`config.mk`:
```
export PLATFORM = sky130hd
export DESIGN_NAME = multicycle_control_unit
export DESIGN_NICKNAME = d
export VERILOG_FILES = /design/src/rtl/multicycle_control_unit.sv
export SDC_FILE = /design/constraint.sdc
export NUM_CORES = 1
export LEC_CHECK = 0
export CELL_PAD_IN_SITES_DETAIL_PLACEMENT = 1
export CELL_PAD_IN_SITES_GLOBAL_PLACEMENT = 1
export CORE_MARGIN = 1.5
export CORE_UTILIZATION = 28
export DETAILED_ROUTE_END_ITERATION = 16
export PLACE_DENSITY = 0.86
export RECOVER_POWER = 100
export SLEW_MARGIN = 40
export SYNTH_ARGS = -nofsm -noshare
export SYNTH_HDL_FRONTEND = slang
export SYNTH_SLANG_ARGS = --single-unit
```
`constraint.sdc`:
```
create_clock -name clk -period 2 [get_ports clk]
set_input_delay 0.3 -clock clk [delete_from_list [all_inputs] [get_ports clk]]
set_output_delay 0.3 -clock clk [all_outputs]
set_load 0.005 [all_outputs]
```
`src/rtl/multicycle_control_unit.sv`:
```
// multicycle_control_unit
// Moore FSM sequencing a shared multicycle MIPS datapath (single memory,
// single ULA, instruction register) through fetch, decode, execute, memory
// and writeback steps for add, sub, and, or, nor, slt, lw, sw, beq, addi, j.
// MemReady stalls FETCH, MEMRD and MEMWR on a slow memory.
//
// Optional feature macro: MCU_ILLEGAL_TRAP_EN
//   defined   : an unsupported instruction traps into HALT and raises Illegal
//               until reset.
//   undefined : an unsupported instruction is dropped as a no-op and Illegal
//               is tied to 0.

module multicycle_control_unit #(
  parameter int WIDTH = 6
) (
  input  logic             clk,
  input  logic             rst,
  input  logic [WIDTH-1:0] OP,
  input  logic [WIDTH-1:0] Funct,
  input  logic             Zero,
  input  logic             MemReady,
  output logic             IorD,
  output logic             MemWrite,
  output logic             IRWrite,
  output logic             PCEn,
  output logic             RegWrite,
  output logic             RegDst,
  output logic             MemtoReg,
  output logic             ULASrcA,
  output logic [1:0]       ULASrcB,
  output logic [1:0]       PCSrc,
  output logic [2:0]       ULAControl,
  output logic             Illegal,
  output logic [3:0]       State
);

  // Controller states; the encoding is visible on the State debug port.
  typedef enum logic [3:0] {
    S_FETCH   = 4'd0,
    S_DECODE  = 4'd1,
    S_MEMADR  = 4'd2,
    S_MEMRD   = 4'd3,
    S_MEMWB   = 4'd4,
    S_MEMWR   = 4'd5,
    S_EXECUTE = 4'd6,
    S_ALUWB   = 4'd7,
    S_BRANCH  = 4'd8,
    S_ADDIEX  = 4'd9,
    S_ADDIWB  = 4'd10,
    S_JUMP    = 4'd11,
    S_HALT    = 4'd12
  } state_t;

  // ULA operation codes.
  typedef enum logic [2:0] {
    ULA_AND = 3'b000,
    ULA_OR  = 3'b001,
    ULA_ADD = 3'b010,
    ULA_NOR = 3'b011,
    ULA_SUB = 3'b110,
    ULA_SLT = 3'b111
  } ula_op_t;

  // ULA B operand selects.
  localparam logic [1:0] SRCB_REG   = 2'b00;
  localparam logic [1:0] SRCB_FOUR  = 2'b01;
  localparam logic [1:0] SRCB_IMM   = 2'b10;
  localparam logic [1:0] SRCB_IMMSH = 2'b11;

  // Next-PC selects.
  localparam logic [1:0] PCSRC_ULA  = 2'b00;
  localparam logic [1:0] PCSRC_OUT  = 2'b01;
  localparam logic [1:0] PCSRC_JUMP = 2'b10;

  // Supported opcodes.
  localparam logic [WIDTH-1:0] OP_RTYPE = WIDTH'(6'b000000);
  localparam logic [WIDTH-1:0] OP_J     = WIDTH'(6'b000010);
  localparam logic [WIDTH-1:0] OP_BEQ   = WIDTH'(6'b000100);
  localparam logic [WIDTH-1:0] OP_ADDI  = WIDTH'(6'b001000);
  localparam logic [WIDTH-1:0] OP_LW    = WIDTH'(6'b100011);
  localparam logic [WIDTH-1:0] OP_SW    = WIDTH'(6'b101011);

  // Supported R-type funct codes.
  localparam logic [WIDTH-1:0] FN_ADD = WIDTH'(6'b100000);
  localparam logic [WIDTH-1:0] FN_SUB = WIDTH'(6'b100010);
  localparam logic [WIDTH-1:0] FN_AND = WIDTH'(6'b100100);
  localparam logic [WIDTH-1:0] FN_OR  = WIDTH'(6'b100101);
  localparam logic [WIDTH-1:0] FN_NOR = WIDTH'(6'b100111);
  localparam logic [WIDTH-1:0] FN_SLT = WIDTH'(6'b101010);

  // Where an unsupported instruction goes after DECODE.
`ifdef MCU_ILLEGAL_TRAP_EN
  localparam state_t ILLEGAL_NEXT = S_HALT;
`else
  localparam state_t ILLEGAL_NEXT = S_FETCH;
`endif

  state_t  state_q, state_d;

  // Raw (pre-reset-mask) control signals produced by the FSM decode.
  logic    mem_write, ir_write, reg_write, pc_write, branch;
  logic    iord, reg_dst, mem_to_reg, src_a;
  logic [1:0] src_b, pc_src;
  ula_op_t ula_ctl;
`ifdef MCU_ILLEGAL_TRAP_EN
  logic    illegal_raw;
`endif

  // Funct decode for R-type: ULA operation and legality.
  logic    funct_ok;
  ula_op_t rtype_ctl;

  // Map the funct field to a ULA operation and flag unsupported codes.
  always_comb begin
    // NOTE: every signal written in a combinational block gets a default
    // first, so no path leaves it unassigned and no latch is inferred.
    funct_ok  = 1'b1;
    rtype_ctl = ULA_ADD;
    case (Funct)
      FN_ADD:  rtype_ctl = ULA_ADD;
      FN_SUB:  rtype_ctl = ULA_SUB;
      FN_AND:  rtype_ctl = ULA_AND;
      FN_OR:   rtype_ctl = ULA_OR;
      FN_NOR:  rtype_ctl = ULA_NOR;
      FN_SLT:  rtype_ctl = ULA_SLT;
      default: funct_ok  = 1'b0;
    endcase
  end

  // State register; reset is synchronous and always returns to FETCH.
  always_ff @(posedge clk) begin
    // NOTE: state registers use non-blocking assignment so every flop samples
    // values from before the edge, independent of block ordering.
    if (rst) state_q <= S_FETCH;
    else     state_q <= state_d;
  end

  // Next-state logic and per-state control decode (Moore, except the
  // MemReady-gated fetch strobes and the Zero-gated branch).
  always_comb begin
    state_d    = state_q;
    mem_write  = 1'b0;
    ir_write   = 1'b0;
    reg_write  = 1'b0;
    pc_write   = 1'b0;
    branch     = 1'b0;
    iord       = 1'b0;
    reg_dst    = 1'b0;
    mem_to_reg = 1'b0;
    src_a      = 1'b0;
    src_b      = SRCB_REG;
    pc_src     = PCSRC_ULA;
    ula_ctl    = ULA_AND;
`ifdef MCU_ILLEGAL_TRAP_EN
    illegal_raw = 1'b0;
`endif

    case (state_q)
      S_FETCH: begin
        // PC+4 is computed every cycle; only commit once memory delivers.
        src_b    = SRCB_FOUR;
        ula_ctl  = ULA_ADD;
        ir_write = MemReady;
        pc_write = MemReady;
        if (MemReady) state_d = S_DECODE;
      end

      S_DECODE: begin
        // Precompute the branch target while the opcode is decoded.
        src_b   = SRCB_IMMSH;
        ula_ctl = ULA_ADD;
        case (OP)
          OP_LW, OP_SW: state_d = S_MEMADR;
          OP_RTYPE:     state_d = funct_ok ? S_EXECUTE : ILLEGAL_NEXT;
          OP_BEQ:       state_d = S_BRANCH;
          OP_ADDI:      state_d = S_ADDIEX;
          OP_J:         state_d = S_JUMP;
          default:      state_d = ILLEGAL_NEXT;
        endcase
      end

      S_MEMADR: begin
        src_a   = 1'b1;
        src_b   = SRCB_IMM;
        ula_ctl = ULA_ADD;
        state_d = (OP == OP_LW) ? S_MEMRD : S_MEMWR;
      end

      S_MEMRD: begin
        iord = 1'b1;
        if (MemReady) state_d = S_MEMWB;
      end

      S_MEMWB: begin
        mem_to_reg = 1'b1;
        reg_write  = 1'b1;
        state_d    = S_FETCH;
      end

      S_MEMWR: begin
        // Strobe and address are held steady for the whole stall.
        iord      = 1'b1;
        mem_write = 1'b1;
        if (MemReady) state_d = S_FETCH;
      end

      S_EXECUTE: begin
        src_a   = 1'b1;
        src_b   = SRCB_REG;
        ula_ctl = rtype_ctl;
        state_d = S_ALUWB;
      end

      S_ALUWB: begin
        reg_dst   = 1'b1;
        reg_write = 1'b1;
        state_d   = S_FETCH;
      end

      S_BRANCH: begin
        src_a   = 1'b1;
        ula_ctl = ULA_SUB;
        pc_src  = PCSRC_OUT;
        branch  = 1'b1;
        state_d = S_FETCH;
      end

      S_ADDIEX: begin
        src_a   = 1'b1;
        src_b   = SRCB_IMM;
        ula_ctl = ULA_ADD;
        state_d = S_ADDIWB;
      end

      S_ADDIWB: begin
        reg_write = 1'b1;
        state_d   = S_FETCH;
      end

      S_JUMP: begin
        pc_src   = PCSRC_JUMP;
        pc_write = 1'b1;
        state_d  = S_FETCH;
      end

      S_HALT: begin
        // Absorbing trap; only reset leaves it.
`ifdef MCU_ILLEGAL_TRAP_EN
        illegal_raw = 1'b1;
`endif
        state_d = S_HALT;
      end

      default: begin
        // Unused encodings recover to a clean fetch.
        state_d = S_FETCH;
      end
    endcase
  end

  // Side-effecting strobes are suppressed while reset is held so an aborted
  // instruction can never write the register file, memory or PC.
  assign MemWrite   = mem_write & ~rst;
  assign IRWrite    = ir_write  & ~rst;
  assign RegWrite   = reg_write & ~rst;
  assign PCEn       = (pc_write | (branch & Zero)) & ~rst;

  assign IorD       = iord;
  assign RegDst     = reg_dst;
  assign MemtoReg   = mem_to_reg;
  assign ULASrcA    = src_a;
  assign ULASrcB    = src_b;
  assign PCSrc      = pc_src;
  assign ULAControl = ula_ctl;
  assign State      = state_q;

`ifdef MCU_ILLEGAL_TRAP_EN
  assign Illegal = illegal_raw & ~rst;
`else
  assign Illegal = 1'b0;
`endif

endmodule
```
Word-level counts from Yosys, hierarchy flattened

Cells that the tools add are included.

Bits in registers: 4
Output and inout bits: 20
Logic and storage cells: 65
Input bits: 16

Reductions and logical operators: 10
Equality and inequality tests: 26
Bitwise gates (word level): 7
Muxes and demuxes: 21

Operators with widths:

| cell                                                            | count |
|---|---|
| 6-bit == test, second input constant                            | 8 |
| 4-bit one-hot mux with 8 select lines                           | 1 |
| 4-bit == test, second input constant                            | 5 |
| 4-bit one-hot mux with 5 select lines                           | 1 |
| 4-bit by 3-bit == test with 1-bit output, second input constant | 4 |
| 3-bit one-hot mux with 5 select lines                           | 1 |
| 4-bit 2-to-1 mux                                                | 3 |
| 1-bit 2-to-1 mux                                                | 9 |
| 3-bit one-hot mux with 3 select lines                           | 1 |
| 4-bit by 2-bit == test with 1-bit output, second input constant | 2 |
| 4-bit OR reduction                                              | 2 |
| 6-bit by 2-bit == test with 1-bit output, second input constant | 1 |
| 6-bit by 3-bit == test with 1-bit output, second input constant | 1 |
| 6-bit by 4-bit == test with 1-bit output, second input constant | 1 |
| 6-bit logical NOT                                               | 1 |
| 3-bit 2-to-1 mux                                                | 2 |
| 2-bit inequality test, second input constant                    | 3 |
| 2-bit one-hot mux with 3 select lines                           | 1 |
| 2-bit OR reduction                                              | 3 |
| 6-bit OR reduction                                              | 1 |
| 1-bit bitwise AND                                               | 5 |
| 4-bit by 1-bit == test with 1-bit output, second input constant | 1 |
| 4-bit logical NOT                                               | 1 |
| 2-bit one-hot mux with 2 select lines                           | 1 |
| other kinds (5)                                                 | 5 |

Depth between registers and ports, before layout

Depth in word-level cells: 6
Depth in mapped cells: 6
Gate-level depth less buffers: 4

Worst setup path after synthesis

OpenSTA, ideal clock, no wires.

Kind: register to output
From: register state_q[3], in the netlist State[3]
To: output ULAControl[0]
Data arrival time: 1.161 ns
Cell stages (with the launch flop): 5
Path slack: 0.539 ns
Data required time: 1.700 ns
Path buffers: 1
Cells stage by stage: dfxtp_1 > buf_4 > nor2_1 > nand2_1 > a2111oi_0

Cells in the longest elaborated chain, start to end: 3
Elaborated cells on any way between the ends: 8
Those cells by class: eq/ne (5); mux (1); reduce/logical (2)

Ends and longest elaborated chain:

| item                                                             | line | text |
|---|---|---|
| start, declared                                                  | 98   | `state_t state_q, state_d;` |
| start signal, assigned                                           | 135  | `else state_q <= state_d;` |
| 4-bit by 1-bit == test with 1-bit output (tied with other cells) | 158  | `case (state_q)` |
| 4-bit OR reduction (no source line)                              | -    |  |
| 3-bit one-hot mux with 3 select lines (*)                        | 158  |  |
| end, declared                                                    | 32   | `output logic [2:0] ULAControl,` |

Mark *: on every way between the ends. The rest lies on a longest branch, timed or not.

Worst setup path in the final report

From: register state_q[3], in the netlist State[3]
To: output RegDst

Cells in the longest elaborated chain, start to end: 2

Ends and longest elaborated chain:

| item                                     | line | text |
|---|---|---|
| 4-bit by 3-bit == test with 1-bit output | 158  |  |
| 1-bit 2-to-1 mux                         | 158  |  |
| end, declared                            | 27   | `output logic RegDst,` |

Every way passes these cells.

==> results.json <==
{
  "status": "complete, no violations",
  "required_ns": 1.70,
  "root_buffer": "clkbuf_4",
  "cp-end-kind": "output port",
  "antenna_cells": 0,
  "final_nets": 172,
  "yosys-top-cells-count": "15 x nor2_1, 11 x nor3_1, 6 x a21oi_1, 6 x o21ai_0",
  "arrival_ns": 1.67,
  "timing.final.ws_setup_ns": 0.0323,
  "yosysMostFrequentCell": "nor2_1",
  "cap_violations": 0,
  "fmax_mhz": 508,
  "synth_area_per_cell_um2": 6.80,
  "grt_max_degree": 19,
  "insertion_delay_ns": 0.25,
  "clock-sinks": 4,
  "drt_iter0_drc": 15,
  "htreeDepth": 1,
  "num_vias": 1018,
  "postLayoutCoreUtil_pct": 51.8,
  "synthCells": 105,
  "num_io_pins": 36,
  "clk_pin_slew_ns": 0.05,
  "dr.pass1.iters": 4,
  "setup-violations-final": 0,
  "synth.top_cell.area_share_pct": 11.2,
  "ys.flop_type": "dfxtp_1",
  "hold_buffers": 0,
  "p_leak_nw": 0.516,
  "start_util_pct": 29.1,
  "io_buffer_count": 34,
  "irDropWorstVdd_mv": 0.188,
  "start_kind": "flop",
  "hold_path_class": "input pin to flop",
  "largest_reg_flops": 4,
  "grt_pass1_wl_um": 4650,
  "fin_crit_ns": 1.97,
  "area_delta_synth_final_pct": 77.9,
  "syn-num-nets": 121,
  "grt_pass1_vias": 992,
  "min_delay_path_depth": 3,
  "synth_area_um2": 714,
  "wl_per_cell_um": 16.6,
  "synth_cell_types": 44,
  "synth_edf_count": 0,
  "fp.dieH_um": 53.5,
  "yosysTopAreaCell": "dfxtp_1",
  "clockBufferDepth": 2,
  "core_um2": 2450,
  "dieArea_um2": 2860,
  "antenna_found_initial": 0,
  "fin_setup_tns_ns": 0,
  "ys_warn_count": 0,
  "ff2ff_path_depth": 4,
  "drc": 0,
  "power.density_nw_per_um2": 258,
  "grt_overflow_total": 0,
  "r2r_setup_slack_ns": 0.46,
  "grt_use_total_pct": 22.4,
  "cts_tree": "built",
  "gp_congestion": 0.815,
  "async_flop_share_pct": 0,
  "post-dp-hpwl_um": 2180,
  "hold_viol": 0,
  "cts_made_buffers": 3,
  "via_per_inst": 5.53,
  "ys_seq_area_share_pct": 11.2,
  "layout-drive-gt1-share_pct": 26.0,
  "totalWireLength_um": 3060,
  "die_width_um": 53.5,
  "rows": 18,
  "clock_skew_ns": 0.00299,
  "drtAntennaViolNets": 0,
  "crit_type": "flop to output port",
  "synth_area_leaders": "dfxtp_1 11%, nor2_1 7.9%, nor3_1 7.7%",
  "slew_violations": 0,
  "place_ws_ns": -0.413,
  "final.period_utilization_pct": 98.4,
  "fillers": 309,
  "critPathMaxFanout": 6,
  "ys_seq_elements": 4
}
where the power goes:
group          internal, W   total, W  switching, W
clock            0.0000680   0.000114     0.0000459
combinational    0.0000712   0.000131     0.0000597
sequential       0.0000798  0.0000828    0.00000293
path summary, 6_finish.rpt:
check                                           start                     to
worst max register to register  State[0]$_SDFFE_PP0P_  State[2]$_SDFFE_PP0P_
worst min register to register  State[0]$_SDFFE_PP0P_  State[3]$_SDFFE_PP0P_
worst max-delay path            State[3]$_SDFFE_PP0P_                 RegDst
worst min-delay path                              rst  State[2]$_SDFFE_PP0P_
cell usage in the layout, fill, tap and decap left out, types with 3 or more instances in the layout:
cell / instances
a21oi_1: 6
buf_4: 16
clkbuf_1: 3
clkbuf_4: 3
clkdlybuf4s50_1: 20
dlygate4sd2_1: 5
dlygate4sd3_1: 5
dlymetal6s2s_1: 3
inv_1: 5
nand2_1: 5
nand3_1: 4
nor2_1: 14
nor3_1: 8
o21ai_0: 6
per-stage QoR:
step	std cells	cell area (um2)	hold WS (ns)	total power, W
floorplan	105	714	0.515	0.000131
global placement	178	1160	0.692	0.000203
detailed placement	178	1160	0.724	0.000209
CTS	182	1250	0.702	0.000330
global route	184	1270	0.510	0.000349
finish	184	1270	0.494	0.000328
timing repair:
action,4_1_cts,5_1_grt
setup buffers,1,2
gates resized for setup,25,7
setup endpoints to repair,11,6
endpoints found under the hold margin,0,0
cloned,0,0
pin swaps,1,3
worst max-delay path, stage by stage (launching register included):
cell and delay (ns):
dfxtp_4 0.35, buf_4 0.16, nand2b_4 0.16, nor3_2 0.19, clkdlybuf4s50_1 0.55
final cells by class:
class                           instances  area, um2  share of cell area, %
Clock buffer                            3       22.5                   1.77
Inverter                                6       22.5                   1.77
Multi-Input combinational cell         87        611                   48.0
Sequential cell                         4       90.1                   7.09
Tap cell                               30       37.5                   2.95
Timing Repair Buffer                   54        488                   38.4
metal layers:
layer	global-route usage, %	vias to the layer above	routed length, um
met2	42.2	36	1650
met1	25.3	486	1250
li1	-	490	-
met3	4.80	6	132
met4	5.13	0	31
met5	0	-	0
logic make-up (layout without fill, tap and decap cells):
group / Yosys count / after routing / share of synthesized area [%]
fa+ha+maj: 1 / 1 / 1.40
other cells: 1 / 1 / 0.525
buf+inv: 14 / 63 / 13.3
flops: 4 / 4 / 11.2
xor+xnor: 2 / 2 / 2.45
mux: 3 / 3 / 4.55
simple gates: 51 / 51 / 37.5
compound gates: 29 / 29 / 29.1
Note: power is estimated with default switching activity, not from simulation.
